$ cat config.mk
export PLATFORM = sky130hd
export DESIGN_NAME = reset_sequencer
export DESIGN_NICKNAME = d
export VERILOG_FILES = /design/src/rtl/reset_pkg.sv /design/src/rtl/reset_debounce.sv /design/src/rtl/reset_sequencer.sv
export SDC_FILE = /design/constraint.sdc
export NUM_CORES = 1
export LEC_CHECK = 0
export BUFFER_PORTS_ARGS = -buffer_cell sky130_fd_sc_hd__buf_2
export CORE_MARGIN = 8
export CORE_UTILIZATION = 40
export DETAILED_ROUTE_END_ITERATION = 10
export HOLD_SLACK_MARGIN = 0.06
export PLACE_DENSITY_LB_ADDON = 0.3
export SYNTH_ARGS = -nofsm -noshare
export SYNTH_HDL_FRONTEND = slang
export SYNTH_HIERARCHICAL = 1
export SYNTH_SLANG_ARGS = --single-unit
$ cat constraint.sdc
create_clock -name MCLK_IN -period 2 [get_ports MCLK_IN]
set_clock_uncertainty 0.1 [all_clocks]
set_input_delay 0.4 -clock MCLK_IN [delete_from_list [all_inputs] [get_ports MCLK_IN]]
set_output_delay 0.4 -clock MCLK_IN [all_outputs]
set_load 0.05 [all_outputs]
$ cat src/rtl/reset_pkg.sv
// Shared types and default timing constants for the reset/halt sequencer.
package reset_pkg;

  // Cause of the most recent reset, reported on CAUSE and held until the next hold.
  typedef enum logic [1:0] {
    POR      = 2'd0,
    BTN      = 2'd1,
    WDT      = 2'd2,
    DBLFAULT = 2'd3
  } cause_t;

  // Sequencer states. Both *_HOLD states assert RESET, HALT and PERIPH_RESET.
  typedef enum logic [1:0] {
    POR_HOLD    = 2'd0,
    WARM_HOLD   = 2'd1,
    RUN_ST      = 2'd2,
    PERIPH_ONLY = 2'd3
  } state_t;

  // Default cycle counts at a 1 MHz MCLK_IN.
  localparam int DEF_POR_CYCLES      = 100000;
  localparam int DEF_HOLD_CYCLES     = 1000;
  localparam int DEF_DEBOUNCE_CYCLES = 5000;
  localparam int DEF_WDT_CYCLES      = 1000000;
  localparam int DEF_CNT_W           = 20;

  // True in the states that hold the CPU in reset.
  function automatic logic is_hold(input state_t s);
    return (s == POR_HOLD) || (s == WARM_HOLD);
  endfunction

  // Fixed priority among simultaneous warm-reset sources: button, then watchdog,
  // then double fault (the caller only asks when at least one is active).
  function automatic cause_t warm_cause(input logic btn, input logic wdt);
    if (btn) return BTN;
    if (wdt) return WDT;
    return DBLFAULT;
  endfunction

endpackage

$ cat src/rtl/reset_debounce.sv
// Push-button conditioner: 2-FF synchroniser, stable-level filter and a
// one-cycle press pulse when the filtered level falls.
module reset_debounce
  import reset_pkg::*;
#(
  parameter int DEBOUNCE_CYCLES = DEF_DEBOUNCE_CYCLES
) (
  input  logic MCLK_IN,
  input  logic RST_IN,
  input  logic BTN_N,
  output logic PRESS
);

  localparam int DW = (DEBOUNCE_CYCLES > 1) ? $clog2(DEBOUNCE_CYCLES) : 1;
  localparam logic [DW-1:0] DEB_LAST = DW'(DEBOUNCE_CYCLES - 1);

  // sync_q[1] is the metastability-safe copy of BTN_N.
  logic [1:0]    sync_q;
  logic          level_q;
  logic [DW-1:0] cnt_q;

  // Synchronise BTN_N, then accept a new level only after it has differed from
  // the filtered level for DEBOUNCE_CYCLES consecutive cycles. Only the
  // released-to-pressed transition produces a pulse, so holding never retriggers.
  always_ff @(posedge MCLK_IN or posedge RST_IN) begin
    if (RST_IN) begin
      sync_q  <= 2'b11;
      level_q <= 1'b1;
      cnt_q   <= '0;
      PRESS   <= 1'b0;
    end else begin
      sync_q <= {sync_q[0], BTN_N};
      PRESS  <= 1'b0;
      if (sync_q[1] == level_q) begin
        cnt_q <= '0;
      end else if (cnt_q == DEB_LAST) begin
        level_q <= sync_q[1];
        cnt_q   <= '0;
        PRESS   <= ~sync_q[1];
      end else begin
        cnt_q <= cnt_q + 1'b1;
      end
    end
  end

endmodule

$ cat src/rtl/reset_sequencer.sv
// Central reset/halt controller for the 68000 system. Combines power-on,
// push-button, watchdog, double-bus-fault and CPU RESET-instruction sources into
// registered RESET/HALT/PERIPH_RESET/RUN outputs and a sticky cause code.
module reset_sequencer
  import reset_pkg::*;
#(
  parameter int POR_CYCLES      = DEF_POR_CYCLES,
  parameter int HOLD_CYCLES     = DEF_HOLD_CYCLES,
  parameter int DEBOUNCE_CYCLES = DEF_DEBOUNCE_CYCLES,
  parameter int WDT_CYCLES      = DEF_WDT_CYCLES,
  parameter int CNT_W           = DEF_CNT_W
) (
  input  logic       MCLK_IN,
  input  logic       RST_IN,
  input  logic       BTN_N,
  input  logic       WDT_EN,
  input  logic       WDT_KICK,
  input  logic       CPU_RSTO,
  input  logic       CPU_HALTED,
  output logic       RESET,
  output logic       HALT,
  output logic       PERIPH_RESET,
  output logic       RUN,
  output logic [1:0] CAUSE,
  output state_t     STATE_DBG
);

  localparam logic [CNT_W-1:0] POR_LAST  = CNT_W'(POR_CYCLES - 1);
  localparam logic [CNT_W-1:0] HOLD_LAST = CNT_W'(HOLD_CYCLES - 1);
  localparam logic [CNT_W-1:0] WDT_LAST  = CNT_W'(WDT_CYCLES - 1);

  state_t           state_q, state_d;
  logic [CNT_W-1:0] cnt_q, cnt_d;
  logic [CNT_W-1:0] wdt_q, wdt_d;
  cause_t           cause_q, cause_d;
  logic             halted_q;
  logic             btn_evt;
  logic             wdt_timeout;
  logic             dbl_evt;
  logic             warm_req;

  reset_debounce #(
    .DEBOUNCE_CYCLES(DEBOUNCE_CYCLES)
  ) u_debounce (
    .MCLK_IN(MCLK_IN),
    .RST_IN (RST_IN),
    .BTN_N  (BTN_N),
    .PRESS  (btn_evt)
  );

  // Warm-reset sources. Watchdog and double fault are only live in RUN_ST; a
  // kick in the timeout cycle suppresses the timeout.
  always_comb begin
    wdt_timeout = (state_q == RUN_ST) && WDT_EN && !WDT_KICK && (wdt_q == WDT_LAST);
    dbl_evt     = (state_q == RUN_ST) && CPU_HALTED && !halted_q;
    warm_req    = btn_evt || wdt_timeout || dbl_evt;
  end

  // Watchdog count: advances only in RUN_ST, freezes in PERIPH_ONLY, cleared by
  // holds, kicks, disable and its own timeout.
  always_comb begin
    wdt_d = wdt_q;
    if (is_hold(state_q) || !WDT_EN || WDT_KICK || wdt_timeout) begin
      wdt_d = '0;
    end else if (state_q == RUN_ST) begin
      wdt_d = wdt_q + 1'b1;
    end
  end

  // Next state, hold counter and cause. Cause only changes on entry to (or a
  // button restart of) a hold, so it stays sticky through RUN_ST.
  always_comb begin
    state_d = state_q;
    cnt_d   = cnt_q + 1'b1;
    cause_d = cause_q;
    case (state_q)
      POR_HOLD: begin
        if (cnt_q == POR_LAST) begin
          state_d = RUN_ST;
          cnt_d   = '0;
        end
      end
      WARM_HOLD: begin
        if (btn_evt) begin
          cnt_d   = '0;
          cause_d = BTN;
        end else if (cnt_q == HOLD_LAST) begin
          state_d = RUN_ST;
          cnt_d   = '0;
        end
      end
      RUN_ST: begin
        cnt_d = '0;
        if (warm_req) begin
          state_d = WARM_HOLD;
          cause_d = warm_cause(btn_evt, wdt_timeout);
        end else if (CPU_RSTO) begin
          state_d = PERIPH_ONLY;
        end
      end
      PERIPH_ONLY: begin
        cnt_d = '0;
        if (warm_req) begin
          state_d = WARM_HOLD;
          cause_d = warm_cause(btn_evt, wdt_timeout);
        end else if (!CPU_RSTO) begin
          state_d = RUN_ST;
        end
      end
      default: begin
        state_d = POR_HOLD;
        cnt_d   = '0;
      end
    endcase
  end

  // State, hold counter and cause registers.
  always_ff @(posedge MCLK_IN or posedge RST_IN) begin
    if (RST_IN) begin
      state_q <= POR_HOLD;
      cnt_q   <= '0;
      cause_q <= POR;
    end else begin
      state_q <= state_d;
      cnt_q   <= cnt_d;
      cause_q <= cause_d;
    end
  end

  // Watchdog counter and the CPU_HALTED edge-detect history.
  always_ff @(posedge MCLK_IN or posedge RST_IN) begin
    if (RST_IN) begin
      wdt_q    <= '0;
      halted_q <= 1'b0;
    end else begin
      wdt_q    <= wdt_d;
      halted_q <= CPU_HALTED;
    end
  end

  // Outputs are decoded from the next state and registered, so they change in
  // step with the state register and are glitch-free at the pins.
  always_ff @(posedge MCLK_IN or posedge RST_IN) begin
    if (RST_IN) begin
      RESET        <= 1'b1;
      HALT         <= 1'b1;
      PERIPH_RESET <= 1'b1;
      RUN          <= 1'b0;
    end else begin
      RESET        <= is_hold(state_d);
      HALT         <= is_hold(state_d);
      PERIPH_RESET <= is_hold(state_d) || (state_d == PERIPH_ONLY);
      RUN          <= !is_hold(state_d);
    end
  end

  assign CAUSE     = cause_q;
  assign STATE_DBG = state_q;

endmodule

---- Yosys cells after proc, flatten, opt, wreduce, memory -nomap -nowiden ----
Index checks and enable logic that the tools add are counted.
storage, ports and cells
  flip-flop bits (word level) ............. 65
  bits of input ports ..................... 7
  output and inout bits ................... 8
cells by class
  add/subtract/negate cells ............... 3
  eq/ne operators ......................... 13
  multiplexer cells ....................... 38
  bitwise operators ....................... 2
  reduce and logical (&&, ||, !) cells .... 24
operator list
  kind                                                   number
  2-to-1 mux 20 bit                                      5
  case mux 20 bit (3 select lines)                       1
  adder 20 x 1 -> 20 bit, second input constant          2
  2-to-1 mux 2 bit                                       15
  2-to-1 mux 13 bit                                      2
  == test 20 x 10 -> 1 bit, second input constant        1
  == test 20 x 17 -> 1 bit, second input constant        1
  == test 20 bit, second input constant                  1
  adder 13 x 1 -> 13 bit, second input constant          1
  == test 13 bit, second input constant                  1
  2-to-1 mux 1 bit                                       13
  logical OR 1 bit                                       8
  case mux 2 bit (4 select lines)                        1
  == test 2 bit, second input constant                   3
  case mux 2 bit (3 select lines)                        1
  logical AND 1 bit                                      5
  == test 2 x 1 -> 1 bit, second input constant          2
  zero test 1 bit                                        4
  zero test 2 bit                                        2
  inequality test 2 bit, second input constant           2
  AND reduction 4 bit                                    1
  nonzero test 3 bit                                     1
  inequality test 2 x 1 -> 1 bit, second input constant  1
  inverter 1 bit                                         2
  other kinds (4)                                        4

---- Logic depth before layout (Yosys ltp) ----
Gate-level depths: netlist of the first run.
  depth in word-level cells ............... 15
  gate-level depth with buffers ........... 8
  depth with buffers taken out ............ 7

---- Hierarchy ----
The synthesis of the first run kept the hierarchy.
by module, submodules not included
  module           instances  cells an instance  area an instance (um^2)  seq. area each (um^2)
  reset_sequencer  1          251                2478.6                   1178.6
  reset_debounce   1          70                 758.2                    429.2

---- Worst setup path before layout of the first run ----
OpenSTA, ideal clock, no wires.
  path type ............................... flip-flop to flip-flop
  start point ............................. register, netlist name RUN
  end point ............................... register wdt_q[12]
  setup time .............................. 0.119 ns
  arrival time ............................ 2.034 ns
  path slack .............................. -0.252 ns
  cell stages (with the launch flop) ...... 7
  path buffers ............................ 0
  period minus slack after synthesis ...... 2.252 ns
  cells stage by stage .................... dfrtp_1 -> ha_1 -> nand3_1 -> nor4_1 -> and3_1 -> xnor2_1 -> nor2_1
RTL lines
  what                  RTL line                RTL
  to (signal assigned)  reset_sequencer.sv:136  wdt_q <= wdt_d;
  to (decl)             reset_sequencer.sv:34   logic [CNT_W-1:0] wdt_q, wdt_d;

==> summary.md, run 1 <==
| Metric | Value |
|---|---|
| Crit path largest cell delay | 0.52 ns |
| Final setup fails | 13 |
| Num ports | 15 |
| Layout cell share with drive strength beyond 1 | 26.9% |
| Achievable Freq | 494 MHz |
| Psw | about 560 uW |
| Dpl hpwl | 4470 um |
| Slew Viols, Final | 0 |
| Switching part of the total power | 22.6% |
| Crit path max-delay family | simple AND/OR/NAND/NOR gates |
| Fin nets | 384 |
| Placer Congestion | 0.805 |
| Final Total Pwr | about 2500 uW |
| Sequential Power Share | 52.3% |
| Gr usage total | 12.0% |
| Max FO, Critical Path | 5 |
| Via count | 2433 |
| Number of global-route vias before repair | 2333 |
| Predominant post-synthesis flop cell | dfrtp_1 |
| Commonest cells in the netlist | 64 x nor2_1, 59 x dfrtp_1, 28 x xor2_1 |
| Port buffer count | 14 |
| Cell with the most instances after synthesis | nor2_1 |
| MaxCap Viol Count | 0 |
| Syn Nets | ~340 |
| CTS tree | built |
| Global-route wire length before repair | about 11000 um |
| Total CTS buffers | 9 |
| Async S/R FF share, synth | 100% |
| Largest net degree at the start of global routing | 27 |
| Area of the multi-input gates | 0.00163 mm2 |
| Sink Count | 64 |
| Synth top area cells | dfrtp_1 46%, xor2_1 7.6%, nor2_1 7.4% |
| Relative slew slack | 55.7% |
| Clk pwr share | 45.3% |
| Min setup slack post-route | -0.0232 ns |
| Fill cells | 770 |
| Cell taking the most area after synthesis | dfrtp_1 |
| Peak VDD IR | 0.454 mV |
| Critical path, cell by cell | or4b_1 -> or3_4 -> o21ai_4 -> o31a_4 -> clkbuf_16 -> nor2_2 |
| DR iter-0 viols | 162 |
| Vias per inst | 5.07 |
| Slowest-stage cell, CP | or4b_1 |
| Number of buffers on the longest clock path | 2 |
| Synthesized area | 0.00324 mm2 |
| Pwr Density | 625 mW/mm2 |
| Worst Path Required | 2.13 ns |
| RSZ-0062 raised after global routing | yes |
| WL final | between 6000 and 7000 um |
| Wirelength per Cell | 13.5 um |
| Worst Path Arrival | 2.15 ns |
| Setup CP Type | register to register |
| Final worst path period share | 101% |
| Hold Path Class | input pin to register |
| Post-synthesis sequential area ratio | 49.7% |
| Area growth syn-to-layout | 23.7% |
| Top cell type's share of synthesized area | 45.6% |
| Reg clk slew, reported paths | 0.08 ns |
| Starting Density | 40.4% |
| Crit path buf inv count | 1 |
| Antenna Nets Post-Route | 0 |
| Row count | 33 |
| Latest clock arrival within the worst-skew pair | 0.34 ns |
| Number of flops mapped to enable cells by yosys | 0 |
| Avg Cell Area, Syn | 10.1 um2 |
| Final Critical Period | 2.02 ns |
| DRT Pass-1 Iters | 4 |
| Drt drc | 0 |
| Die area | 0.0112 mm2 |
| Failing checks | negative setup slack |
| Dpl ws | 0.00440 ns |
| ANT cells | 0 |
| Root Driver | clkbuf_8 |
| Grt ovf | 0 |
| Status | complete, but fails checks |
| Combinational Power Share | around 2.4% |
| Startpoint types | register |
| Synth Warn # | 6 |
| Synth Instances | 321 |
| Placed Cells | 458 |
| Measured slew at the worst slew-check pin | ~0.66 ns |
| Non-Filler Instances | 480 |
| Initial antenna violation count | 1 |
| Synth cell types | 49 |
| Die Height | 106 um |
| H-Tree Level Count | 3 |
| Die X-Extent | 106 um |
| Sequential Area | 0.00161 mm2 |
| Worst setup EP type | register |
| Hold Vio Cnt, Final | 0 |
| P_int | 1940 uW |
| #FFs+latches synth | 64 |
| CORE AREA | 0.00801 mm2 |
| Leakage | 0.00167 uW |
-- worst reg2reg max path: cells and delay by family (launching register included) --
kind | cells | cell delay, ns
AOI/OAI and AO/OA | 2 | 0.35
buffers and inverters | 1 | 0.17
DFF | 1 | 0.38
and+or+nand+nor | 3 | 0.92
-- layout by cell type (no fill, tap or decap), types with 3 or more instances in the layout --
| cell | n |
|---|---|
| clkbuf_8 | 10 |
| nor2_1 | 54 |
| a21oi_1 | 4 |
| nand2_2 | 3 |
| and2_1 | 3 |
| dfrtp_1 | 56 |
| nor3_1 | 8 |
| nand2_1 | 14 |
| buf_2 | 14 |
| dfstp_2 | 5 |
| nor4_1 | 3 |
| nor2_2 | 8 |
| buf_4 | 26 |
| and3_1 | 6 |
| dfrtp_2 | 3 |
| ha_1 | 7 |
| xor2_1 | 28 |
| buf_12 | 3 |
| nand3_1 | 16 |
| nand4_1 | 16 |
| inv_1 | 8 |
| and4_1 | 3 |
| clkinv_4 | 3 |
| xnor2_1 | 21 |
-- power by group through the flow --
stage | Sequential (uW) | Combinational (uW) | Clock (uW)
floorplan | 1330 | 32.8 | 0
global placement | 1330 | 59.6 | 0
detailed placement | 1330 | 60.1 | 0
CTS | 1310 | 63.5 | 1170
global route | 1310 | 71.4 | 1210
finish | 1310 | 61.1 | 1130
-- flip-flops by register name, indices dropped and copies added (netlist names) --
name                count
u_debounce/level_q      1
u_debounce/PRESS        1
STATE_DBG               1
wdt_q                  20
u_debounce/sync_q       2
PERIPH_RESET            1
CAUSE                   2
RUN                     1
u_debounce/cnt_q       13
HALT                    1
halted_q                1
cnt_q                  20
-- per-stage QoR --
step | cell area [um2] | hold slack, ns | setup TNS, ns | utilization (%)
floorplan | 3250 | 0.224 | 0 | -
global placement | 3630 | 0.246 | 0 | 45.3
detailed placement | 3630 | 0.249 | 0 | 45.3
CTS | 3870 | 0.0888 | -0.149 | 48.3
global route | 4000 | 0.0964 | -1.44 | 50.0
finish | 4000 | 0.100 | -0.0985 | 50.0
-- metal layers --
layer  part of all wire [%]  up-vias  wire [um]  track usage [%]
li1                       -     1203          -                -
met1                     47     1186       3060             15.5
met2                     47       33       3030             18.7
met3                    4.4        9        287             3.15
met4                    1.3        2         85             4.82
met5                   0.15        -         10                0
-- what timing repair did --
action | 4_1_cts | 5_1_grt
hold endpoints to repair | 20 | 0
setup buffers | 0 | 2
cloned | 0 | 2
setup endpoints to repair | 26 | 54
pin swaps | 0 | 10
hold buffers | 2 | 0
gates resized for setup | 2 | 23
-- cells by family (layout without fill, tap and decap cells) --
| group | Yosys count | in the layout | synth area share [%] |
|---|---|---|---|
| compound gates | 19 | 19 | 4.37 |
| xor+xnor | 49 | 49 | 13.3 |
| fa+ha+maj | 7 | 7 | 2.71 |
| buf+inv | 19 | 73 | 3.25 |
| flops | 64 | 64 | 49.7 |
| mux | 3 | 3 | 1.12 |
| simple gates | 160 | 160 | 25.6 |
-- worst paths after layout --
path / slack, ns / start / endpoint / depth (start not counted)
worst max register to register: -0.02 / cnt_q[5] / cnt_q[8] / 6
max in group asynchronous: 0.74 / RST_IN / cnt_q[16] / 4
worst min register to register: 0.26 / u_debounce/sync_q[0] / u_debounce/sync_q[1] / 0
worst min-delay path: 0.10 / CPU_HALTED / halted_q / 1
worst max-delay path: -0.02 / cnt_q[5] / cnt_q[8] / 6
min in group asynchronous: 0.53 / RST_IN / STATE_DBG[0] / 3
-- final cells by class --
class                           instances  area share, %
Multi-Input combinational cell        238           40.7
Sequential cell                        64           40.3
Timing Repair Buffer                   48           9.81
Clock buffer                           10           3.44
Tap cell                              105           3.28
Clock inverter                          6           1.72
Inverter                                9          0.844
(Power assumes the default switching activity.)
==> inputs of run 2 (changes only) <==
--- a/config.mk
+++ b/config.mk
@@ -5,9 +5,11 @@
 export SDC_FILE = /design/constraint.sdc
 export NUM_CORES = 1
 export LEC_CHECK = 0
+export ABC_AREA = 1
 export BUFFER_PORTS_ARGS = -buffer_cell sky130_fd_sc_hd__buf_2
 export CORE_MARGIN = 8
 export CORE_UTILIZATION = 40
+export CTS_BUF_LIST = sky130_fd_sc_hd__clkbuf_4
 export DETAILED_ROUTE_END_ITERATION = 10
 export HOLD_SLACK_MARGIN = 0.06
 export PLACE_DENSITY_LB_ADDON = 0.3
==> run 2 against run 1 <==
  * Synthesized cell count increased by 63%
  * Critical endpoint is now wdt_q[17]
  * Largest cell class unchanged
  * The flow now finishes without violations
  * Setup slack improved by 0.16 ns
  * Die area increased by 16%
  * Critical path depth increased by 3
  * First-iteration DRC count increased by 46%
==> summary.md, run 2 <==
| Metric | Value |
|---|---|
| Status | completed |
| WL final | 8600 um (+33%) |
| H-Tree Level Count | 3 (unchanged) |
| Die Height | 114 um (+7.9%) |
| Hold Path Class | register to register |
| Synth Instances | 524 (+63%) |
| Measured slew at the worst slew-check pin | 0.633 ns (-0.0309 ns) |
| Peak VDD IR | 0.316 mV (-30%) |
| Grt ovf | 0 (unchanged) |
| Placed inst area | 0.00411 mm2 (+13%) |
| Final setup fails | 0 (-13) |
| Predominant post-synthesis flop cell | dfrtp_1 |
| DR iter-0 viols | 237 (+46%) |
| Number of global-route vias before repair | 3210 (+38%) |
| Max Used Layer | met4 |
| Synthesized area | 0.00386 mm2 (+19%) |
| Gr usage total | 13.6% (+1.6 points) |
| Max FO, Critical Path | 12 (+7) |
| Leakage | 0.00198 uW (+18%) |
| Critical path, cell by cell | inv_2 -> ha_1 -> nor4_4 -> nand2_4 -> inv_2 -> nand2_2 -> inv_1 -> nand2_1 -> o21ai_1 |
| Achievable Freq | 538 MHz (+8.8%) |
| CP most frequent cell | inv_2 |
| Layout cell share with drive strength beyond 1 | 16.2% (-11 points) |
| Placer Congestion | 0.919 (+14%) |
| Number of buffers on the longest clock path | 2 (unchanged) |
| Switching part of the total power | 36.2% (+14 points) |
| Final worst path period share | 93.0% (-8.2 points) |
| Final Critical Period | 1.86 ns (-0.164 ns) |
| Slowest-stage cell, CP | dfrtp_2 |
| Antenna Nets Post-Route | 0 (unchanged) |
| Post-synthesis sequential area ratio | 41.6% (-8.1 points) |
| Worst-case hold slack | 0.264 ns (+0.164 ns) |
| Combinational Power Share | 26.1% (+24 points) |
| Root Driver | clkbuf_4 |
| Global-route wire length before repair | 14300 um (+31%) |
| MaxCap Viol Count | 0 (unchanged) |
| Startpoint types | register |
| CORE AREA | 0.00959 mm2 (+20%) |
| Total CTS buffers | 9 (unchanged) |
| Dpl hpwl | 6340 um (+42%) |
| Fin nets | 570 (+48%) |
| Initial antenna violation count | 0 (-1) |
| Avg Cell Area, Syn | 7.38 um2 (-27%) |
| Port buffer count | 14 (unchanged) |
| Worst setup EP type | register |
| Met1 Wirelength | 4000 um (+31%) |
| Async S/R FF share, synth | 100% (unchanged) |
| Latest clock arrival within the worst-skew pair | 0.42 ns (+0.08 ns) |
| Die X-Extent | 114 um (+7.9%) |
| ANT cells | 0 (unchanged) |
| Setup CP Type | register to register |
| Worst Path Required | 2.22 ns (+0.09 ns) |
| Hold Vio Cnt, Final | 0 (unchanged) |
| Num ports | 15 (unchanged) |
| Metal2 WL | 4090 um (+35%) |
| Pwr Density | 687 mW/mm2 (+9.9%) |
| Vias per inst | 4.89 (-3.6%) |
| Synth Warn # | 6 (unchanged) |
| Syn Nets | 538 (+61%) |
| P_int | 1920 uW (-1.1%) |
| Relative slew slack | 57.8% (+2.1 points) |
| Sequential Power Share | 49.3% (-3.0 points) |
| Commonest cells in the netlist | 108 x nand2_1, 96 x nor2_1, 71 x inv_1 |
| Crit path max-delay family | simple AND/OR/NAND/NOR gates |
| DRT Pass-1 Iters | 5 (+1) |
| Synth cell types | 38 (-22%) |
| Slew Viols, Final | 0 (unchanged) |
| #FFs+latches synth | 64 (unchanged) |
| Fill cells | 935 (+21%) |
| Sink Count | 64 (unchanged) |
| Drt drc | 0 (unchanged) |
| Largest net degree at the start of global routing | 26 (-3.7%) |
| Synth top area cells | dfrtp_1 38%, nand2_1 10%, nor2_1 9.3% |
| Largest registers | cnt_q (20), wdt_q (20), u_debounce/cnt_q (13) |
| Cell taking the most area after synthesis | dfrtp_1 |
| Die area | 0.0131 mm2 (+16%) |
| Number of flops mapped to enable cells by yosys | 0 (unchanged) |
| Commonest cells after routing, fill and taps aside | 108 x nand2_1, 94 x nor2_1, 69 x inv_1 |
| Top cell type's share of synthesized area | 38.2% (-7.4 points) |
| Row count | 36 (+9.1%) |
| Psw | 1090 uW (+92%) |
| Worst Path Arrival | 2.08 ns (-0.07 ns) |
| Wirelength per Cell | 12.4 um (-8.1%) |
| Starting Density | 40.3% (-0.12 points) |
| Via count | 3392 (+39%) |
| Met3 wire length | 404 um (+41%) |
| Finished Cell Area | 0.00437 mm2 (+9.2%) |
| Area growth syn-to-layout | 13.1% |
| Clk pwr share | 24.5% (-21 points) |
| CTS tree | built |
| Reg clk slew, reported paths | 0.13 ns (+0.05 ns) |
| Crit path buf inv count | 3 (+2) |
| Commonest non-fill, non-tap cell in the layout | nand2_1 |
| Cell with the most instances after synthesis | nand2_1 |
| Crit path largest cell delay | 0.46 ns (-0.06 ns) |
## run 2: cell count changes after synthesis, moves of 6 or more
cell / before / now
nor2_2: 0 / 7
nand2_1: 17 / 108
o21ai_1: 0 / 10
xnor2_1: 21 / 2
xor2_1: 28 / 15
inv_1: 9 / 71
inv_2: 0 / 7
nor2_1: 64 / 96
a21oi_1: 5 / 13
nand3_1: 16 / 43
nand2_2: 0 / 6
## run 2: layout make-up
| type | count | area [um2] | share of cell area (%) |
|---|---|---|---|
| Clock inverter | 5 | 23.8 | 0.544 |
| Timing Repair Buffer | 30 | 210 | 4.81 |
| Sequential cell | 64 | 1610 | 36.8 |
| Inverter | 78 | 295 | 6.75 |
| Tap cell | 133 | 166 | 3.81 |
| Clock buffer | 11 | 82.6 | 1.89 |
| Multi-Input combinational cell | 373 | 1980 | 45.4 |
## run 2: what timing repair did
action,in CTS,in global routing
hold buffers,3,0
buffers inserted,0,4
resized for setup,0,20
hold endpoints to repair,36,0
endpoints found under the setup margin,0,28
## run 2: cell families (layout without fill, tap and decap cells)
group / count (synthesis) / in the layout / share of synthesized area [%]
DFF: 64 / 64 / 41.6
xor gates and xnor gates: 18 / 18 / 4.27
buffers and inverters: 87 / 124 / 9.45
and+or+nand+nor: 311 / 311 / 37.2
adders and majority gates: 7 / 7 / 2.27
AOI/OAI and AO/OA: 37 / 37 / 5.18
## run 2: power groups by stage
stage	combinational, uW	clock, uW	sequential, uW
after floorplan	478	0	1550
after global placement	678	0	1500
after detailed placement	683	0	1510
after CTS	692	775	1480
after global routing	868	830	1490
final	786	737	1480
## run 2: final timing paths
| check | from | endpoint | slack, ns | cells after the start |
|---|---|---|---|---|
| max | RUN | wdt_q[17] | 0.14 | 9 |
| min | u_debounce/sync_q[0] | u_debounce/sync_q[1] | 0.26 | 0 |
| max reg2reg | RUN | wdt_q[17] | 0.14 | 9 |
| min reg2reg | u_debounce/sync_q[0] | u_debounce/sync_q[1] | 0.26 | 0 |
| max in group asynchronous | RST_IN | wdt_q[17] | 0.76 | 4 |
| min in group asynchronous | RST_IN | cnt_q[5] | 0.49 | 3 |
## run 2: per-layer routing
metal / global-route usage (%) / vias to the layer above
met4: 5.06 / 0
li1: - / 1722
met2: 21.5 / 93
met1: 17.4 / 1564
met5: 0 / -
met3: 3.38 / 13
## run 2: worst register-to-register path, cell delays in order, from the launching register on
cell	delay, ns
dfrtp_2	0.46
inv_2	0.09
ha_1	0.25
nor4_4	0.33
nand2_4	0.08
inv_2	0.16
nand2_2	0.10
inv_1	0.08
nand2_1	0.05
o21ai_1	0.06
## run 2: per-stage QoR
stage | utilization, % | total power, uW | setup TNS, ns | setup WS, ns | std cells
after floorplan | - | 2030 | 0 | 0.0118 | 524
after global placement | 42.9 | 2180 | 0 | 0.140 | 671
after detailed placement | 42.9 | 2190 | 0 | 0.0459 | 671
after CTS | 44.3 | 2950 | 0 | 0.00500 | 690
after global routing | 45.6 | 3190 | -0.0174 | -0.00903 | 694
final | 45.6 | 3000 | 0 | 0.140 | 694
